[config.mk]
export PLATFORM = sky130hd
export DESIGN_NAME = array_stream_reader
export DESIGN_NICKNAME = d
export VERILOG_FILES = /design/src/rtl/array_stream_reader.sv
export SDC_FILE = /design/constraint.sdc
export NUM_CORES = 1
export LEC_CHECK = 0
export BUFFER_PORTS_ARGS = -buffer_cell sky130_fd_sc_hd__buf_2
export CAP_MARGIN = 0
export CORE_ASPECT_RATIO = 0.9
export CORE_MARGIN = 8
export CORE_UTILIZATION = 40
export CTS_CLUSTER_SIZE = 24
export DETAILED_ROUTE_END_ITERATION = 12
export GPL_TIMING_DRIVEN = 0
export PLACE_DENSITY_LB_ADDON = 0.15
export SLEW_MARGIN = 15
export SYNTH_ARGS = -nofsm -noshare
export SYNTH_HDL_FRONTEND = slang
export SYNTH_SLANG_ARGS = --single-unit
[constraint.sdc]
create_clock -name clk -period 5.8 [get_ports clk]
set_clock_uncertainty 0.15 [all_clocks]
set_input_delay 1.16 -clock clk [delete_from_list [all_inputs] [get_ports clk]]
set_output_delay 1.16 -clock clk [all_outputs]
set_load 0.01 [all_outputs]
[src/rtl/array_stream_reader.sv]
// Streams `count` words read from an array port starting at `base`,
// with credit-limited requests into a 2-entry output FIFO.
module array_stream_reader #(
    parameter int intN  = 8,
    parameter int addrN = 8
) (
    input  logic             clk,
    input  logic             rst,
    input  logic             in_valid,
    output logic             in_ready,
    input  logic [addrN-1:0] in_base,
    input  logic [addrN-1:0] in_count,
    output logic             arr_valid,
    input  logic             arr_ready,
    output logic [addrN-1:0] arr_addr,
    output logic             arr_we,
    output logic [intN-1:0]  arr_di,
    input  logic [intN-1:0]  arr_do,
    output logic             out_valid,
    input  logic             out_ready,
    output logic [intN-1:0]  out_data,
    output logic             out_last,
    output logic             done
);

    typedef enum logic [1:0] {
        IDLE  = 2'd0,
        ISSUE = 2'd1,
        DRAIN = 2'd2
    } state_t;

    state_t           state_q;
    logic [addrN-1:0] ptr_q;
    logic [addrN-1:0] rem_q;
    logic             infl_q;
    logic             infl_last_q;
    logic [1:0]       cnt_q;
    logic [intN-1:0]  head_q;
    logic [intN-1:0]  tail_q;
    logic             head_last_q;
    logic             tail_last_q;
    logic             done_q;

    logic             credit;
    logic             issue;
    logic             accept;
    logic             push;
    logic             pop;
    logic             rem_one;

    // Occupancy plus the one word that may still be on its way back.
    assign credit    = ({1'b0, cnt_q} + {2'b00, infl_q}) < 3'd2;
    assign arr_valid = (state_q == ISSUE) && credit;
    assign issue     = arr_valid && arr_ready;
    assign in_ready  = (state_q == IDLE);
    assign accept    = in_valid && in_ready;
    assign out_valid = (cnt_q != 2'd0);
    assign pop       = out_valid && out_ready;
    assign push      = infl_q;
    assign rem_one   = (rem_q == addrN'(1));

    assign arr_addr  = ptr_q;
    assign arr_we    = 1'b0;
    assign arr_di    = '0;
    assign out_data  = head_q;
    assign out_last  = head_last_q;
    assign done      = done_q;

    always_ff @(posedge clk) begin
        if (rst) begin
            state_q     <= IDLE;
            ptr_q       <= '0;
            rem_q       <= '0;
            infl_q      <= 1'b0;
            infl_last_q <= 1'b0;
            done_q      <= 1'b0;
        end else begin
            done_q      <= 1'b0;
            infl_q      <= issue;
            infl_last_q <= issue && rem_one;
            case (state_q)
                IDLE: begin
                    if (accept) begin
                        if (in_count == '0) begin
                            done_q <= 1'b1;
                        end else begin
                            ptr_q   <= in_base;
                            rem_q   <= in_count;
                            state_q <= ISSUE;
                        end
                    end
                end
                ISSUE: begin
                    if (issue) begin
                        ptr_q <= ptr_q + addrN'(1);
                        rem_q <= rem_q - addrN'(1);
                        if (rem_one) begin
                            state_q <= DRAIN;
                        end
                    end
                end
                DRAIN: begin
                    if (pop && head_last_q) begin
                        state_q <= IDLE;
                        done_q  <= 1'b1;
                    end
                end
                default: state_q <= IDLE;
            endcase
        end
    end

    // Head register is the visible output; tail only fills when head is busy.
    always_ff @(posedge clk) begin
        if (rst) begin
            cnt_q       <= 2'd0;
            head_q      <= '0;
            tail_q      <= '0;
            head_last_q <= 1'b0;
            tail_last_q <= 1'b0;
        end else begin
            case ({push, pop})
                2'b10: begin
                    if (cnt_q == 2'd0) begin
                        head_q      <= arr_do;
                        head_last_q <= infl_last_q;
                    end else begin
                        tail_q      <= arr_do;
                        tail_last_q <= infl_last_q;
                    end
                    cnt_q <= cnt_q + 2'd1;
                end
                2'b01: begin
                    head_q      <= tail_q;
                    head_last_q <= (cnt_q == 2'd2) && tail_last_q;
                    cnt_q       <= cnt_q - 2'd1;
                end
                2'b11: begin
                    if (cnt_q == 2'd1) begin
                        head_q      <= arr_do;
                        head_last_q <= infl_last_q;
                    end else begin
                        head_q      <= tail_q;
                        head_last_q <= tail_last_q;
                        tail_q      <= arr_do;
                        tail_last_q <= infl_last_q;
                    end
                end
                default: begin
                    cnt_q <= cnt_q;
                end
            endcase
        end
    end

endmodule

-- After elaboration in Yosys (flattened, before gate mapping)
Cells that the tools add are included.
Widths: inputs -> output; s select.
- bits of input ports: 29
- output and inout port bits: 30
- register bits after elaboration: 41
- reduce and logical (&&, ||, !) cells: 19
- equal/unequal tests: 16
- order comparisons: 1
- $add $sub $neg: 5
- mux-type cells: 31
- operators with widths (operator ; number):
    $mux 8 ; 10
    $pmux 8 s2 ; 3
    $pmux 8 s3 ; 1
    $ne 2x2->1 const B ; 7
    $mux 2 ; 5
    $add 8x1->8 const B ; 1
    $eq 2x2->1 const B ; 4
    $eq 8x1->1 const B ; 1
    $logic_not 8->1 ; 1
    $reduce_bool 2->1 ; 4
    $sub 8x1->8 const B ; 1
    $logic_and 1x1->1 ; 7
    $mux 1 ; 7
    $eq 2x1->1 const B ; 3
    $pmux 2 s3 ; 1
    $reduce_and 5->1 ; 1
    $logic_not 2->1 ; 2
    $pmux 1 s2 ; 2
    $pmux 2 s2 ; 1
    $reduce_and 4->1 ; 1
    $add 2x1->3 ; 1
    $lt 3x2->1 const B ; 1
    $pmux 1 s3 ; 1
    $reduce_and 3->1 ; 1
    other kinds (5) ; 5

-- Depth between registers and ports, before layout
- depth after elaboration: 6
- mapped depth: 10

-- Least setup slack after synthesis
OpenSTA, ideal clock, no wires.
- path type: input to register
- start point: input port in_count[2]
- end point: register rem_q[2]
- data arrival time: 2.371 ns
- path buffers: 0
- setup slack: 3.162 ns
- stages on the path: 4
- cells stage by stage: or4_4 > o21ai_4 > nand2_4 > a32o_1
- longest elaborated chain between the ends: 3
- elaborated cells between the ends (all ways): 6
- classes of those cells: eq/ne (1); mux (3); reduce/logical (2)
- RTL lines (what ; line ; RTL):
    start: declaration ; 12 ; input logic [addrN-1:0] in_count,
    $logic_not 8->1 / $mux 8 (equally long branches) ; 84 ; if (in_count == '0) begin
    $ne 2x2->1 (no line) / $mux 8 (equally long branches) ; -- ;
    $reduce_and 4->1 (no line) / $pmux 8 s2 (equally long branches) ; -- ;
    end signal: assignment ; 88 ; rem_q <= in_count;
    end signal: assignment ; 96 ; rem_q <= rem_q - addrN'(1);
    end: declaration ; 34 ; logic [addrN-1:0] rem_q;
Several ways; a longest one is shown, not always the timed one. The select of a mux whose other input is x is not followed.
A chain may end at the register's enable or synchronous reset.

-- Worst setup path after layout
- start point: register state_q[0]
- end point: output port arr_valid
- longest elaborated chain between the ends: 2
- RTL lines (what ; line ; RTL):
    start: declaration ; 32 ; state_t state_q;
    start signal: assignment ; 71 ; state_q <= IDLE;
    start signal: assignment ; 89 ; state_q <= ISSUE;
    start signal: assignment ; 98 ; state_q <= DRAIN;
    $eq 2x1->1 ; 53 ; assign arr_valid = (state_q == ISSUE) && credit;
    $logic_and 1x1->1 ; 53 ;
    end: declaration ; 13 ; output logic arr_valid,
No other way between the ends.

==> impl_metrics.json <==
{
  "drc": 0,
  "cp_slowest_cell": "clkbuf_1",
  "arrival_ps": 1750,
  "post_cts_resized": 0,
  "synth_area_leader_cell": "dfxtp_1",
  "timing.hold.ws_ps": 319,
  "grt_pass1_wl_um": 10300,
  "rows": 26,
  "drive_above_1_share": 0.257,
  "via_count": 2170,
  "cts_buffers": 5,
  "clk_pin_slew_ps": 90,
  "ys_ff_latch": 41,
  "r2r-start": "cnt_q[0]",
  "synth_edf_count": 0,
  "finalSetupTns_ps": 0,
  "die_h_um": 87.6,
  "critPathMaxStageDelay_ps": 420,
  "pin_count": 59,
  "globalplace.congestion": 0.880,
  "period_share": 0.527,
  "yosysUniqueCellTypes": 52,
  "synthFlopType": "dfxtp_1",
  "netlist_top_cells_area": "dfxtp_1, ha_1, nor2_1",
  "synth.avg_cell_area_um2": 8.48,
  "post_cts.repair.setup_buffers": 0,
  "clk_latency_ps": 290,
  "maxSlewHeadroom": 0.493,
  "synthCells": 269,
  "dp_hpwl_um": 4530,
  "max-vdd-ir-drop_v": 0.000188,
  "fin_area_mm2": 0.00273,
  "slew_violations": 0,
  "path_class": "reg -> out",
  "drtIter0Drc": 118,
  "yosys_warnings": 0,
  "gr-total-overflow": 0,
  "reg2reg_depth": 8,
  "fmax_ghz": 0.327,
  "grt_max_degree": 14,
  "status": "finished, final reports clean",
  "nNetsFinal": 371,
  "clock_path_buffers": 2,
  "min-delay-start": "rem_q[4]",
  "cp_max_fo": 10,
  "worstPathRequired_ps": 4490,
  "path_delay_family": "buffers and inverters",
  "start_util": 0.408,
  "grt_pass1_vias": 2067,
  "cap_violations": 0,
  "synth_area_mm2": 0.00228,
  "cts_sinks": 41,
  "reg2reg_to": "out_data[2]",
  "power_leakage_uw": 0.00115,
  "tritoncts": "built",
  "htree_num_levels": 2,
  "global_route.usage.total": 0.152,
  "dp_cells": 396,
  "final-setup-viol-count": 0,
  "hold_end": "rem_q[4]",
  "cts_root_buf": "clkbuf_8",
  "hold_buffers": 0,
  "crit_buf_inv": 2,
  "p_per_area_mw_per_mm2": 335,
  "rsz0062_at_grt": "no",
  "min_period_ps": 3060,
  "reg2reg_slack_ps": 3240,
  "worst_setup_path_start_kind": "flip-flop",
  "hold_violations": 0,
  "diodes": 0,
  "total_power_uw": 915,
  "ant_nets": 0,
  "placed_area_mm2": 0.00264,
  "num-fill-cells": 584,
  "async_flop_share": 0,
  "dieArea_mm2": 0.00838,
  "port_buffers": 49,
  "seq_area_frac_synth": 0.360,
  "wl_um": 6240,
  "die_w_um": 95.6,
  "syn_to_final_growth_pct": 19.7,
  "first_pass_iters": 4,
  "grt_antenna_before_repair": 0,
  "hold_class": "reg -> reg",
  "hold_depth": 2,
  "vias_per_cell": 5.37,
  "wl_per_cell_um": 15.4,
  "worst_pin_slew_ps": 756,
  "layout.cells.non_filler": 404,
  "crit_chain": "nor2b_2 -> clkbuf_1 -> and2_1 -> buf_2",
  "synth.top_cell.area_share": 0.360,
  "crit_path_end_kind": "output port",
  "core_mm2": 0.00560
}
cell usage in the layout (no fill, tap or decap), drive strengths merged, types with 4 or more instances in the layout:
| cell | count |
|---|---|
| nor2b | 5 |
| nor3 | 6 |
| nand2 | 26 |
| ha | 9 |
| o22ai | 7 |
| nor2 | 28 |
| clkbuf | 15 |
| conb | 9 |
| a211oi | 10 |
| a21oi | 13 |
| a221oi | 4 |
| a22oi | 10 |
| a32o | 5 |
| dfxtp | 41 |
| o21ai | 11 |
| nand3 | 9 |
| inv | 12 |
| mux2i | 9 |
| buf | 66 |
through the flow:
step	utilization	setup WS [ps]
2_1_floorplan	-	3160
3_3_place_gp	0.472	2750
3_5_place_dp	0.472	2760
4_1_cts	0.488	2750
5_1_grt	0.488	2550
6_report	0.488	2740
cell type report:
| type | instances | area [um2] | area share |
|---|---|---|---|
| timing repair buffer | 49 | 245 | 0.0898 |
| sequential | 41 | 821 | 0.301 |
| clock buffer | 6 | 72.6 | 0.0266 |
| multi-input combinational | 198 | 1300 | 0.477 |
| clock inverter | 2 | 15.0 | 0.00550 |
| tap | 70 | 87.6 | 0.0321 |
| inverter | 12 | 45.0 | 0.0165 |
| buffer | 26 | 141 | 0.0518 |
synthesized netlist by cell type, types with 2 or more instances:
master,n
a211oi_1,10
a21o_1,2
a21oi_1,13
a221oi_2,4
a22oi_1,10
a31oi_1,2
a32o_1,5
and2_1,2
buf_1,2
buf_2,5
buf_4,10
clkbuf_1,9
dfxtp_1,41
ha_1,9
inv_1,12
mux2i_1,9
nand2_1,25
nand2b_1,3
nand3_1,9
nand4_1,2
nor2_1,27
nor2b_1,4
nor3_1,5
o21ai_0,4
o21ai_1,6
o221ai_1,2
o22ai_1,7
o32ai_1,3
o41ai_1,2
or4_4,2
xor2_1,2
worst max-delay path by stage:
| stage | from | to | slack, ps | cells after the start |
|---|---|---|---|---|
| 2_1_floorplan | in_count[2] | rem_q[2] | 3160 | 4 |
| 3_3_place_gp | out_ready | out_data[6] | 2750 | 7 |
| 3_5_place_dp | out_ready | out_data[0] | 2760 | 7 |
| 4_1_cts | state_q[0] | arr_valid | 2750 | 4 |
| 5_1_grt | state_q[0] | arr_valid | 2550 | 4 |
| 6_report | state_q[0] | arr_valid | 2740 | 4 |
power by group:
group | leakage (uW) | internal [uW] | switching [uW]
logic | 0.000773 | 148 | 213
registers | 0.000335 | 330 | 35.0
clock network | 0.0000374 | 84.9 | 105
total | 0.00115 | 563 | 352
worst min-delay path, cell delays in order, from the launching register on:
cell,delay [ps]
dfxtp_1,320
nand2_1,60
o22ai_1,50
sequential cells by signal, indices dropped and copies added (netlist names):
signal and count:
tail_last_q 1, infl_last_q 1, state_q 2, rem_q 8
done 1, arr_addr 8, tail_q 8, cnt_q 2
infl_q 1, out_last 1, out_data 8
metal layers:
metal | vias to the layer above | track usage | part of all wire
met1 | 992 | 0.216 | 0.48
met3 | 2 | 0.0403 | 0.093
met4 | 0 | 0.0279 | 0.0038
li1 | 1093 | - | -
met2 | 83 | 0.223 | 0.42
met5 | - | 0 | 0
cells by family (layout without fill, tap and decap cells):
family / after synthesis / in the layout / share of synthesized area
simple gates: 89 / 89 / 0.193
compound gates: 80 / 80 / 0.267
flops: 41 / 41 / 0.360
buf+inv: 38 / 95 / 0.0817
fa+ha+maj: 9 / 9 / 0.0494
mux: 9 / 9 / 0.0395
xor+xnor: 2 / 2 / 0.00768
other cells: 1 / 9 / 0.00164
Note: power is estimated with default switching activity, not from simulation.
